$ cat src/rtl/lsu_pkg.sv
`default_nettype none
// ============================================================================
// Module   : lsu_pkg
// Purpose  : Shared funct3 encodings, FSM state type and request decode
//            helpers for the lsu_rmw load/store unit.
// Revision : 1.0 - initial release
// ============================================================================
package lsu_pkg;

   // RISC-V load/store funct3 encodings (stores reuse B/H/W)
   localparam logic [2:0] F3_B  = 3'b000;
   localparam logic [2:0] F3_H  = 3'b001;
   localparam logic [2:0] F3_W  = 3'b010;
   localparam logic [2:0] F3_BU = 3'b100;
   localparam logic [2:0] F3_HU = 3'b101;

   typedef enum logic [2:0] {
      S_IDLE   = 3'd0,
      S_LOAD   = 3'd1,
      S_RMW_RD = 3'd2,
      S_WRITE  = 3'd3,
      S_RESP   = 3'd4
   } state_t;

   // Stores only have B/H/W; loads additionally have the unsigned forms
   function automatic logic f3_legal(input logic write, input logic [2:0] f3);
      logic ok;
      ok = (f3 == F3_B) || (f3 == F3_H) || (f3 == F3_W);
      if (!write && ((f3 == F3_BU) || (f3 == F3_HU))) ok = 1'b1;
      return ok;
   endfunction

   // Natural-alignment violation for the access size encoded in funct3
   function automatic logic f3_misaligned(input logic [2:0] f3, input logic [1:0] off);
      logic mis;
      mis = 1'b0;
      if ((f3 == F3_H) || (f3 == F3_HU)) mis = off[0];
      if (f3 == F3_W)                    mis = (off != 2'b00);
      return mis;
   endfunction

endpackage : lsu_pkg
`default_nettype wire

$ cat src/rtl/lsu_lane.sv
`default_nettype none
// ============================================================================
// Module   : lsu_lane
// Purpose  : Combinational lane logic: extracts/extends a load lane from a
//            RAM word and merges store data into a RAM word. Halfword lane
//            is chosen by offset[1] only; word accesses ignore the offset.
// Revision : 1.0 - initial release
// ============================================================================
module lsu_lane
   import lsu_pkg::*;
(
   input  logic [31:0] word,
   input  logic [1:0]  offset,
   input  logic [2:0]  funct3,
   input  logic [31:0] wdata,
   output logic [31:0] load_data,
   output logic [31:0] merged
);

   logic [7:0]  lane_b;
   logic [15:0] lane_h;

   // Select the addressed lane and sign/zero-extend it for loads
   always_comb begin
      lane_b    = word[{offset, 3'b000} +: 8];
      lane_h    = word[{offset[1], 4'b0000} +: 16];
      load_data = word;
      case (funct3)
         F3_B:    load_data = {{24{lane_b[7]}}, lane_b};
         F3_BU:   load_data = {24'h0, lane_b};
         F3_H:    load_data = {{16{lane_h[15]}}, lane_h};
         F3_HU:   load_data = {16'h0, lane_h};
         default: load_data = word;
      endcase
   end

   // Overwrite only the addressed byte/halfword, leaving other lanes intact
   always_comb begin
      merged = word;
      case (funct3[1:0])
         2'b00:   merged[{offset, 3'b000} +: 8]     = wdata[7:0];
         2'b01:   merged[{offset[1], 4'b0000} +: 16] = wdata[15:0];
         default: merged = wdata;
      endcase
   end

endmodule : lsu_lane
`default_nettype wire

$ cat src/rtl/lsu_rmw.sv
`default_nettype none
// ============================================================================
// Module   : lsu_rmw
// Purpose  : Single-outstanding load/store unit in front of a word-write
//            byte-array RAM. Sub-word stores become read-modify-write.
//            Optional build macro LSU_ALIGN_CHECK_EN turns misaligned
//            halfword/word accesses into error responses; without it the
//            low address bits are ignored for those sizes.
// Revision : 1.0 - initial release
// ============================================================================
module lsu_rmw
   import lsu_pkg::*;
#(
   parameter int ADDR_WIDTH = 32
)(
   input  logic                  clk,
   input  logic                  rst,
   input  logic                  req_valid,
   output logic                  req_ready,
   input  logic                  req_write,
   input  logic [2:0]            req_funct3,
   input  logic [ADDR_WIDTH-1:0] req_addr,
   input  logic [31:0]           req_wdata,
   output logic                  resp_valid,
   input  logic                  resp_ready,
   output logic [31:0]           resp_rdata,
   output logic                  resp_error,
   output logic [ADDR_WIDTH-1:0] mem_address,
   output logic                  mem_read,
   output logic                  mem_write,
   output logic [31:0]           mem_wdata,
   input  logic [31:0]           mem_rdata
);

   state_t                state_q;
   logic [ADDR_WIDTH-1:0] addr_q;
   logic [2:0]            funct3_q;
   logic [31:0]           wdata_q;
   logic [31:0]           merge_q;
   logic [31:0]           resp_rdata_q;
   logic                  resp_valid_q;
   logic                  resp_error_q;

   logic                  req_err;
   logic [31:0]           lane_load;
   logic [31:0]           lane_merged;

`ifdef LSU_ALIGN_CHECK_EN
   assign req_err = !f3_legal(req_write, req_funct3) ||
                    f3_misaligned(req_funct3, req_addr[1:0]);
`else
   assign req_err = !f3_legal(req_write, req_funct3);
`endif

   lsu_lane u_lane (
      .word      (mem_rdata),
      .offset    (addr_q[1:0]),
      .funct3    (funct3_q),
      .wdata     (wdata_q),
      .load_data (lane_load),
      .merged    (lane_merged)
   );

   // State-decoded strobes; the write strobe is killed by reset so a reset
   // landing on the WRITE cycle never commits a partially built word.
   assign req_ready   = (state_q == S_IDLE);
   assign mem_read    = (state_q == S_LOAD) || (state_q == S_RMW_RD);
   assign mem_write   = (state_q == S_WRITE) && !rst;
   assign mem_address = {addr_q[ADDR_WIDTH-1:2], 2'b00};
   assign mem_wdata   = merge_q;
   assign resp_valid  = resp_valid_q;
   assign resp_rdata  = resp_rdata_q;
   assign resp_error  = resp_error_q;

   // Request sequencing FSM with registered response outputs
   always_ff @(posedge clk) begin
      if (rst) begin
         state_q      <= S_IDLE;
         addr_q       <= '0;
         funct3_q     <= 3'b000;
         wdata_q      <= 32'h0;
         merge_q      <= 32'h0;
         resp_rdata_q <= 32'h0;
         resp_valid_q <= 1'b0;
         resp_error_q <= 1'b0;
      end else begin
         case (state_q)
            S_IDLE: begin
               if (req_valid) begin
                  addr_q       <= req_addr;
                  funct3_q     <= req_funct3;
                  wdata_q      <= req_wdata;
                  resp_rdata_q <= 32'h0;
                  resp_error_q <= 1'b0;
                  if (req_err) begin
                     resp_error_q <= 1'b1;
                     resp_valid_q <= 1'b1;
                     state_q      <= S_RESP;
                  end else if (!req_write) begin
                     state_q <= S_LOAD;
                  end else if (req_funct3 == F3_W) begin
                     // Full word needs no read; it goes straight to the write port
                     merge_q <= req_wdata;
                     state_q <= S_WRITE;
                  end else begin
                     state_q <= S_RMW_RD;
                  end
               end
            end
            S_LOAD: begin
               resp_rdata_q <= lane_load;
               resp_valid_q <= 1'b1;
               state_q      <= S_RESP;
            end
            S_RMW_RD: begin
               merge_q <= lane_merged;
               state_q <= S_WRITE;
            end
            S_WRITE: begin
               resp_valid_q <= 1'b1;
               state_q      <= S_RESP;
            end
            S_RESP: begin
               if (resp_ready) begin
                  resp_valid_q <= 1'b0;
                  resp_error_q <= 1'b0;
                  resp_rdata_q <= 32'h0;
                  state_q      <= S_IDLE;
               end
            end
            default: state_q <= S_IDLE;
         endcase
      end
   end

endmodule : lsu_rmw
`default_nettype wire

$ cat config.mk
export PLATFORM = sky130hd
export DESIGN_NAME = lsu_rmw
export DESIGN_NICKNAME = d
export VERILOG_FILES = /design/src/rtl/lsu_pkg.sv /design/src/rtl/lsu_lane.sv /design/src/rtl/lsu_rmw.sv
export SDC_FILE = /design/constraint.sdc
export NUM_CORES = 1
export LEC_CHECK = 0
export ABC_CLOCK_PERIOD_IN_PS = 3300
export CORE_MARGIN = 4
export CORE_UTILIZATION = 25
export CTS_CLUSTER_SIZE = 8
export DETAILED_ROUTE_END_ITERATION = 10
export HOLD_SLACK_MARGIN = 0.12
export SYNTH_ARGS = -nofsm -noshare
export SYNTH_HDL_FRONTEND = slang
export SYNTH_HIERARCHICAL = 1
export SYNTH_SLANG_ARGS = --single-unit
export TNS_END_PERCENT = 30
$ cat constraint.sdc
create_clock -name clk -period 3.3 [get_ports clk]
set_input_delay 0.66 -clock clk [delete_from_list [all_inputs] [get_ports clk]]
set_output_delay 0.66 -clock clk [all_outputs]
set_load 0.01 [all_outputs]
==> run_results.csv, run 1 <==
group,metric,value,unit
run,drv_cap,0,
placed_design,dp_slack,729,ps
routing,drcViolationCount,0,
timing,setup_violations,0,
yosys,synth_mux_area_share,8.17,%
timing,maxSlewViolCount,0,
yosys,ys_seq_area_share,36.9,%
pwr,power_density,492,mW/mm^2
finish,drive_gt1_share,12.9,%
clock_tree,root_buffer,"clkbuf_16",
yosys,synth_seq_cells,136,
timing,fin_skew,17.1,ps
yosys,synth-simple-area-share,16.8,%
clock_tree,cts-hold-fix-buffers,0,
grt,grt_pass1_vias,6414,
clock_tree,cts_resized,0,
timing,fin_tns_setup,0,ps
placed_design,place.port_buffers,202,
worst_hold_path,hold_start,"resp_valid",
grt,grt-ovfl-total,0,
clock_tree,cts_tree,"built",
yosys,synth_xor_area_share,0.119,%
yosys,syn_inst,827,
yosys,synth_top_family_by_area,"compound AO/OA/AOI/OAI gates",
grt,grt_first_pass_wirelength,39600,um
worst_setup_path,criticalPathCategory,"flop to output pin",
routing,ant_nets,0,
worst_setup_path,crit_required,2640,ps
timing,period_needed,2800,ps
clock_tree,clk_path_buf_depth,2,
yosys,synth_top_area_share,36.9,%
timing,fmax,0.358,GHz
timing,timing.hold.ws,449,ps
finish,final_core_util,34.4,%
die,die_x,180,um
grt,grt_use_total,15.5,%
yosys,synth_cell_type_count,57,
die,die_h,180,um
worst_setup_path,critPathLaunch,"state_q[0]",
worst_setup_path,cp-end-kind,"output pin",
pwr,ir_worst_vdd,258,uV
clock_tree,insertion_delay,420,ps
yosys,synth_most_common_cell,"nand2_1",
die,coreArea,0.0289,mm^2
clock_tree,numClockSinks,136,
routing,dr.pass1.iters,5,
yosys,synth_compound_area_share,27.3,%
routing,wirelength,26200,um
grt,antenna_found_initial,3,
finish,fin_nets,1072,
yosys,yosysTopAreaCell,"dfxtp_1",
worst_setup_path,critical_path.max_stage_delay,610,ps
routing,vias_per_cell,4.90,
routing,drt_iter0_drc,541,
routing,vias,6675,
routing,wl_per_cell,19.3,um
worst_setup_path,crit_chain,"inv_2 > nor4_1 > clkdlybuf4s50_1",
timing,rsz0062_at_grt,"false",
pwr,power.leakage,3.37,nW
timing,slew_headroom,45.2,%
placed_design,dp_hpwl,19200,um
yosys,ys_top_cells_by_area,"dfxtp_1, nand2_1, mux2i_1",
worst_setup_path,worstPathArrival,2140,ps
outcome,status,"finished clean",
worst_setup_path,path_buf_inv,2,
yosys,netlist_area,0.00738,mm^2
yosys,synth_fa_ha_area_share,0.848,%
yosys,avgSynthCellArea,8.92,um^2
clock_tree,cts_max_level,4,
die,die-area,0.0323,mm^2
die,ios,205,
timing,hold_violations,0,
yosys,async_flop_share,0,%
worst_setup_path,r2r-start,"funct3_q[1]",
clock_tree,cts_inserted_buffers,17,
finish,syn_to_final_growth,34.8,%
grt,grt_max_degree,60,
worst_setup_path,cpMaxStageDelayCell,"dfxtp_1",
worst_setup_path,cpLargestDelayFamily,"buffers and inverters",
worst_setup_path,worst_setup_path_start_kind,"flop",
yosys,synth_edf_count,0,
yosys,synth_ff_type,"dfxtp_1",
timing,fin_ws,504,ps
worst_setup_path,cp_max_fo,11,
die,start_util,25.5,%
timing,max_slew.worst_pin.slew,822,ps
clock_tree,post_cts_buffers,0,
yosys,yosys_warnings,6,
yosys,ys_top_cells_by_count,"nand2_1, dfxtp_1, a21oi_1, mux2i_1, a22o_1",
timing,finalCritPeriodShare,84.7,%
die,num_rows,62,
worst_hold_path,hold_class,"flop to flop",
placed_design,gp_congestion,0.873,
clock_tree,clk_pin_slew,60,ps
==> placed cells by master (no fill, tap or decap), drive strengths merged, types with 11 or more instances in the layout <==
| cell | synthesis | final |
|---|---|---|
| nand2 | 177 | 177 |
| clkdlybuf4s50 | 0 | 201 |
| a221o | 15 | 15 |
| dfxtp | 136 | 136 |
| o21ai | 14 | 14 |
| a21oi | 83 | 83 |
| nor2b | 13 | 13 |
| mux2i | 55 | 55 |
| a22o | 42 | 42 |
| nor2 | 38 | 38 |
| o221ai | 11 | 11 |
| clkbuf | 21 | 19 |
| buf | 80 | 16 |
| o211ai | 16 | 16 |
| a211oi | 50 | 50 |
==> metrics by stage <==
stage | std cells | total power, mW | area (um^2)
after CTS | 1359 | 4.94 | 9940
after global placement | 1328 | 2.96 | 9350
after floorplan | 828 | 2.55 | 7380
final | 1361 | 4.89 | 9950
after detailed placement | 1328 | 2.97 | 9350
after global routing | 1361 | 5.11 | 9950
==> cell type report <==
cell class              count  area [um^2]
well taps                 384          480
flip-flops and latches    136         2730
multi-input cells         584         3950
fillers                  2931        19000
inverters                   7         26.3
clock inverters            12          153
diodes                      2         5.00
clock buffers              19          443
repair buffers            217         2170
==> sequential cells by signal (all words and copies together), names as in the netlist <==
register and cells:
addr_q 32, funct3_q 3, mem_wdata 32, resp_error 1, resp_rdata 32, resp_valid 1
state_q 3, wdata_q 32
==> worst paths after layout <==
check	cells past startpoint	slack [ps]	endpoint
hold / removal	2	450	resp_valid
setup reg to reg	5	780	mem_wdata[29]
setup / recovery	3	500	mem_write
hold reg to reg	2	450	resp_valid
==> report_power, final <==
| group | total [mW] | internal, mW | switching [mW] |
|---|---|---|---|
| Combinational | 1.09 | 0.509 | 0.581 |
| Clock | 1.96 | 1.20 | 0.754 |
| Sequential | 1.85 | 1.75 | 0.0973 |
==> cell families (layout without fill, tap and decap cells) <==
group,after synthesis,in the layout
simple gates,258,258
other cells,1,4
compound gates,260,260
mux,58,58
xor+xnor,1,1
buf+inv,108,255
flops,136,136
fa+ha+maj,5,5
==> layer usage <==
layer  track usage (%)  share of wire, %
met1              21.6                47
met2              23.4                44
met3              4.45               7.7
met4              4.39               1.3
met5                 0             0.050
==> worst reg2reg max path: stages (launching register included) <==
cell	delay, ps
dfxtp_2	650
or2_1	650
nor2_1	300
a221o_1	440
mux2i_1	220
a211oi_2	100
Power figures use the tool's default switching activity.
==> run 2: changes to the inputs <==
--- a/config.mk
+++ b/config.mk
@@ -5,7 +5,7 @@
 export SDC_FILE = /design/constraint.sdc
 export NUM_CORES = 1
 export LEC_CHECK = 0
-export ABC_CLOCK_PERIOD_IN_PS = 3300
+export ABC_CLOCK_PERIOD_IN_PS = 2600
 export CORE_MARGIN = 4
 export CORE_UTILIZATION = 25
 export CTS_CLUSTER_SIZE = 8
==> constraint.sdc (replaced) <==
create_clock -name clk -period 2.6 [get_ports clk]
set_input_delay 0.52 -clock clk [delete_from_list [all_inputs] [get_ports clk]]
set_output_delay 0.52 -clock clk [all_outputs]
set_load 0.01 [all_outputs]
==> run_results.csv, run 2 (same netlist as run 1, synthesis figures left out) <==
group,metric,value,unit
worst_hold_path,hold_start,"resp_valid",
worst_setup_path,r2r-start,"addr_q[1]",
grt,grt_use_met3,4.65,%
worst_setup_path,crit_chain,"inv_2 > nor4_1 > clkdlybuf4s50_1",
worst_hold_path,hold_class,"flop to flop",
grt,grt_use_total,15.6,%
worst_setup_path,crit_required,2080,ps
placed_design,place.port_buffers,202,
worst_setup_path,worstPathArrival,1900,ps
timing,timing.hold.ws,445,ps
worst_setup_path,cp_max_fo,11,
grt,grt_pass1_vias,6624,
finish,layout.cells.most_common,"clkdlybuf4s50_1",
clock_tree,cts_max_level,4,
clock_tree,clk_pin_slew,50,ps
clock_tree,insertion_delay,420,ps
grt,grt_max_degree,58,
timing,rsz0062_at_grt,"false",
grt,grt-busiest-layer,"met2",
timing,slew_headroom,52.5,%
finish,drive_gt1_share,14.4,%
die,coreArea,0.0289,mm^2
finish,finalNonFillerCells,1380,
grt,grt-ovfl-total,0,
finish,fin_nets,1090,
finish,final_core_util,34.7,%
placed_design,gp_congestion,0.889,
pwr,power.leakage,3.45,nW
clock_tree,numClockSinks,136,
grt,use_met1,21.2,%
worst_setup_path,critPathLaunch,"state_q[0]",
pwr,fin_total_pwr,6.09,mW
routing,dr.pass1.iters,5,
die,die-area,0.0323,mm^2
grt,grt_first_pass_wirelength,39800,um
pwr,ir_worst_vdd,356,uV
finish,syn_to_final_growth,35.9,%
timing,finalCritPeriodShare,93.0,%
finish,fillerInstances,2991,
finish,mostFrequentLayoutCells,"clkdlybuf4s50_1, nand2_1, dfxtp_1",
placed_design,dp.cells,1346,
die,die_x,180,um
clock_tree,clk_path_buf_depth,2,
timing,fmax,0.413,GHz
timing,maxSlewViolCount,0,
routing,drcViolationCount,0,
grt,antenna_found_initial,6,
outcome,status,"finished clean",
die,die_h,180,um
timing,fin_tns_setup,0,ps
placed_design,dp_hpwl,19600,um
worst_setup_path,path_buf_inv,2,
pwr,power_density,607,mW/mm^2
run,drv_cap,0,
timing,fin_skew,10.4,ps
clock_tree,root_buffer,"clkbuf_16",
clock_tree,cts_inserted_buffers,17,
routing,wirelength,26300,um
die,num_rows,62,
worst_setup_path,worst_setup_path_start_kind,"flop",
timing,period_needed,2420,ps
die,ios,205,
worst_setup_path,criticalPathCategory,"flop to output pin",
routing,vias_per_cell,4.89,
grt,met2_usage,23.3,%
routing,drt_iter0_drc,659,
worst_setup_path,cpLargestDelayFamily,"buffers and inverters",
routing,ant_nets,0,
clock_tree,cts-hold-fix-buffers,0,
routing,vias,6745,
timing,setup_violations,0,
worst_setup_path,critical_path.max_stage_delay,610,ps
die,start_util,25.5,%
routing,wl_per_cell,19.0,um
clock_tree,cts_tree,"built",
worst_setup_path,cpMaxStageDelayCell,"clkdlybuf4s50_1",
timing,max_slew.worst_pin.slew,712,ps
worst_setup_path,cp-end-kind,"output pin",
timing,hold_violations,0,
[run 2: cell types whose count changed in the layout (fill, tap and decap cells not counted)]
cell / delta
clkbuf_1: +1
clkinv_2: +3
dfxtp_1: -1
buf_4: +19
buf_12: -1
clkinvlp_4: -2
bufinv_16: -1
clkinv_4: -2
dfxtp_2: +1
diode_2: +2
[run 2: worst register-to-register path, stage by stage, from the launching register on]
cell,delay [ps]
dfxtp_1,310
inv_1,240
ha_1,350
nand2b_1,200
nor4_4,440
a221o_1,310
mux2i_1,140
a211oi_2,240
[run 2: final timing paths]
kind / depth (start not counted) / slack [ps] / end
worst max-delay path: 3 / 180 / mem_write
worst min-delay path: 2 / 440 / resp_valid
worst min register to register: 2 / 440 / resp_valid
worst max register to register: 7 / 290 / mem_wdata[31]
[run 2: layout make-up]
class / count / area [um^2] / area share [%]
Multi-Input combinational cell: 584 / 3950 / 39.3
Sequential cell: 136 / 2730 / 27.2
Timing Repair Buffer: 235 / 2290 / 22.8
Tap cell: 384 / 480 / 4.79
Clock buffer: 20 / 447 / 4.45
Clock inverter: 10 / 105 / 1.05
Inverter: 7 / 26.3 / 0.262
Antenna cell: 4 / 10.0 / 0.0998
[run 2: routing by layer]
metal,share of wire (%),routed length (um)
met5,0.080,21
met4,2.5,656
met3,8.1,2120
met2,44,11400
met1,46,12000
[run 2: stage by stage]
| step | cell area [um^2] | setup slack, ps |
|---|---|---|
| 6_report | 10000 | 182 |
| 5_1_grt | 10000 | 72.2 |
| 4_1_cts | 10000 | 130 |
| 3_5_place_dp | 9470 | 310 |
| 3_3_place_gp | 9470 | 317 |
| 2_1_floorplan | 7380 | 343 |
[run 2: report_power, final]
group          internal [mW]  total [mW]  switching [mW]
registers               2.22        2.33           0.113
logic                  0.669        1.42           0.755
clock network           1.41        2.33           0.913
[run 2: repair_timing]
| action | CTS | global route |
|---|---|---|
| buffers inserted | 0 | 0 |
| resized for setup | 1 | 0 |
| endpoints found under the setup margin | 1 | 0 |
==> run 3: changes to the inputs <==
--- a/config.mk
+++ b/config.mk
@@ -5,7 +5,8 @@
 export SDC_FILE = /design/constraint.sdc
 export NUM_CORES = 1
 export LEC_CHECK = 0
-export ABC_CLOCK_PERIOD_IN_PS = 2600
+export ABC_CLOCK_PERIOD_IN_PS = 2500
+export CAP_MARGIN = 15
 export CORE_MARGIN = 4
 export CORE_UTILIZATION = 25
 export CTS_CLUSTER_SIZE = 8
==> constraint.sdc (replaced) <==
create_clock -name clk -period 2.5 [get_ports clk]
set_input_delay 0.5 -clock clk [delete_from_list [all_inputs] [get_ports clk]]
set_output_delay 0.5 -clock clk [all_outputs]
set_load 0.01 [all_outputs]
==> run_results.csv, run 3 (same netlist as run 1, synthesis figures left out) <==
group,metric,value,unit
grt,grt_use_total,15.6,%
grt,grt_first_pass_wirelength,39700,um
worst_setup_path,cp_max_fo,11,
placed_design,dp_hpwl,19600,um
worst_setup_path,critPathLaunch,"state_q[0]",
placed_design,dp_slack,232,ps
pwr,power_density,630,mW/mm^2
timing,fin_skew,9.37,ps
clock_tree,root_buffer,"clkbuf_16",
worst_setup_path,criticalPathCategory,"flop to output pin",
pwr,fin_total_pwr,6.37,mW
clock_tree,post_cts_buffers,0,
worst_setup_path,critical_path.max_stage_delay,620,ps
timing,fmax,0.420,GHz
placed_design,gp_congestion,0.852,
finish,layout.cells.most_common,"clkdlybuf4s50_1",
clock_tree,cts-hold-fix-buffers,0,
clock_tree,insertion_delay,420,ps
clock_tree,cts_resized,0,
run,drv_cap,0,
worst_setup_path,cp-end-kind,"output pin",
finish,finalNonFillerCells,1384,
timing,finalCritPeriodShare,95.3,%
pwr,p_comb_share,23.4,%
worst_setup_path,r2r-start,"addr_q[1]",
timing,fin_ws,117,ps
timing,setup_violations,0,
timing,period_needed,2380,ps
worst_setup_path,crit_required,2000,ps
pwr,power.leakage,3.47,nW
placed_design,place.port_buffers,202,
routing,dr.pass1.iters,5,
finish,syn_to_final_growth,36.9,%
die,die-area,0.0323,mm^2
grt,grt_max_degree,73,
pwr,pwr-share-clk,38.4,%
die,num_rows,62,
routing,vias_per_cell,4.89,
worst_hold_path,hold_class,"flop to flop",
die,coreArea,0.0289,mm^2
clock_tree,cts_tree,"built",
grt,grt_pass1_vias,6485,
finish,final_cell_area,0.0101,mm^2
timing,slew_headroom,34.3,%
worst_setup_path,path_buf_inv,3,
worst_hold_path,hold_start,"resp_valid",
placed_design,place_area,0.00953,mm^2
grt,antenna_found_initial,4,
timing,rsz0062_at_grt,"false",
clock_tree,clk_path_buf_depth,2,
die,start_util,25.5,%
finish,regArea,0.00273,mm^2
worst_setup_path,crit_chain,"buf_4 > inv_2 > nor4_1 > clkdlybuf4s50_1",
clock_tree,numClockSinks,136,
routing,wl_per_cell,19.1,um
finish,fillerInstances,2932,
die,die_h,180,um
pwr,power_switching,1.95,mW
routing,drcViolationCount,0,
timing,timing.hold.ws,449,ps
pwr,seqPwrFrac,38.2,%
finish,multi_input_area,0.00395,mm^2
grt,grt-ovfl-total,0,
timing,fin_tns_setup,0,ps
clock_tree,cts_max_level,4,
worst_setup_path,cpLargestDelayFamily,"buffers and inverters",
worst_setup_path,worstPathArrival,1880,ps
die,ios,205,
placed_design,dp.cells,1349,
routing,vias,6764,
clock_tree,cts_inserted_buffers,17,
timing,maxSlewViolCount,0,
pwr,ir_worst_vdd,457,uV
die,die_x,180,um
worst_setup_path,cpMaxStageDelayCell,"clkdlybuf4s50_1",
pwr,p_int,4.42,mW
routing,wirelength,26400,um
finish,mostFrequentLayoutCells,"clkdlybuf4s50_1, nand2_1, dfxtp_1",
routing,drt_iter0_drc,594,
outcome,status,"finished clean",
finish,drive_gt1_share,14.9,%
finish,final_core_util,34.9,%
routing,ant_nets,0,
finish,fin_nets,1093,
worst_setup_path,worst_setup_path_start_kind,"flop",
timing,hold_violations,0,
timing,max_slew.worst_pin.slew,986,ps
pwr,swShare,30.6,%
clock_tree,clk_pin_slew,60,ps
run 3: final timing paths:
check	to	slack, ps	cells after the start
setup / recovery	mem_write	120	4
hold / removal	resp_valid	450	2
setup reg to reg	mem_wdata[26]	220	7
hold reg to reg	resp_valid	450	2
run 3: power by group through the flow:
stage	logic [mW]	registers [mW]	clock network, mW
after floorplan	0.906	2.46	0
after CTS	1.49	2.43	2.50
final	1.49	2.43	2.45
after detailed placement	1.48	2.48	0
after global placement	1.47	2.47	0
after global routing	1.60	2.45	2.61
run 3: worst min-delay path: stages (launching register included):
cell,delay (ps)
dfxtp_1,310
inv_1,50
a21oi_1,50
run 3: final cells by class:
class                      instances  area share (%)
clock inverter                    14            1.26
antenna                            3          0.0743
clock buffer                      18            4.35
multi-input combinational        584            39.0
sequential                       136            27.0
inverter                           7           0.260
tap                              384            4.76
timing repair buffer             238            23.3
run 3: per-layer routing:
| metal | GRT usage (%) | up-vias | routed length, um |
|---|---|---|---|
| met5 | 0 | - | 0 |
| met4 | 4.82 | 0 | 418 |
| met3 | 5.32 | 31 | 2330 |
| met2 | 23.6 | 282 | 11500 |
| met1 | 21.1 | 3210 | 12100 |
| li1 | - | 3241 | - |
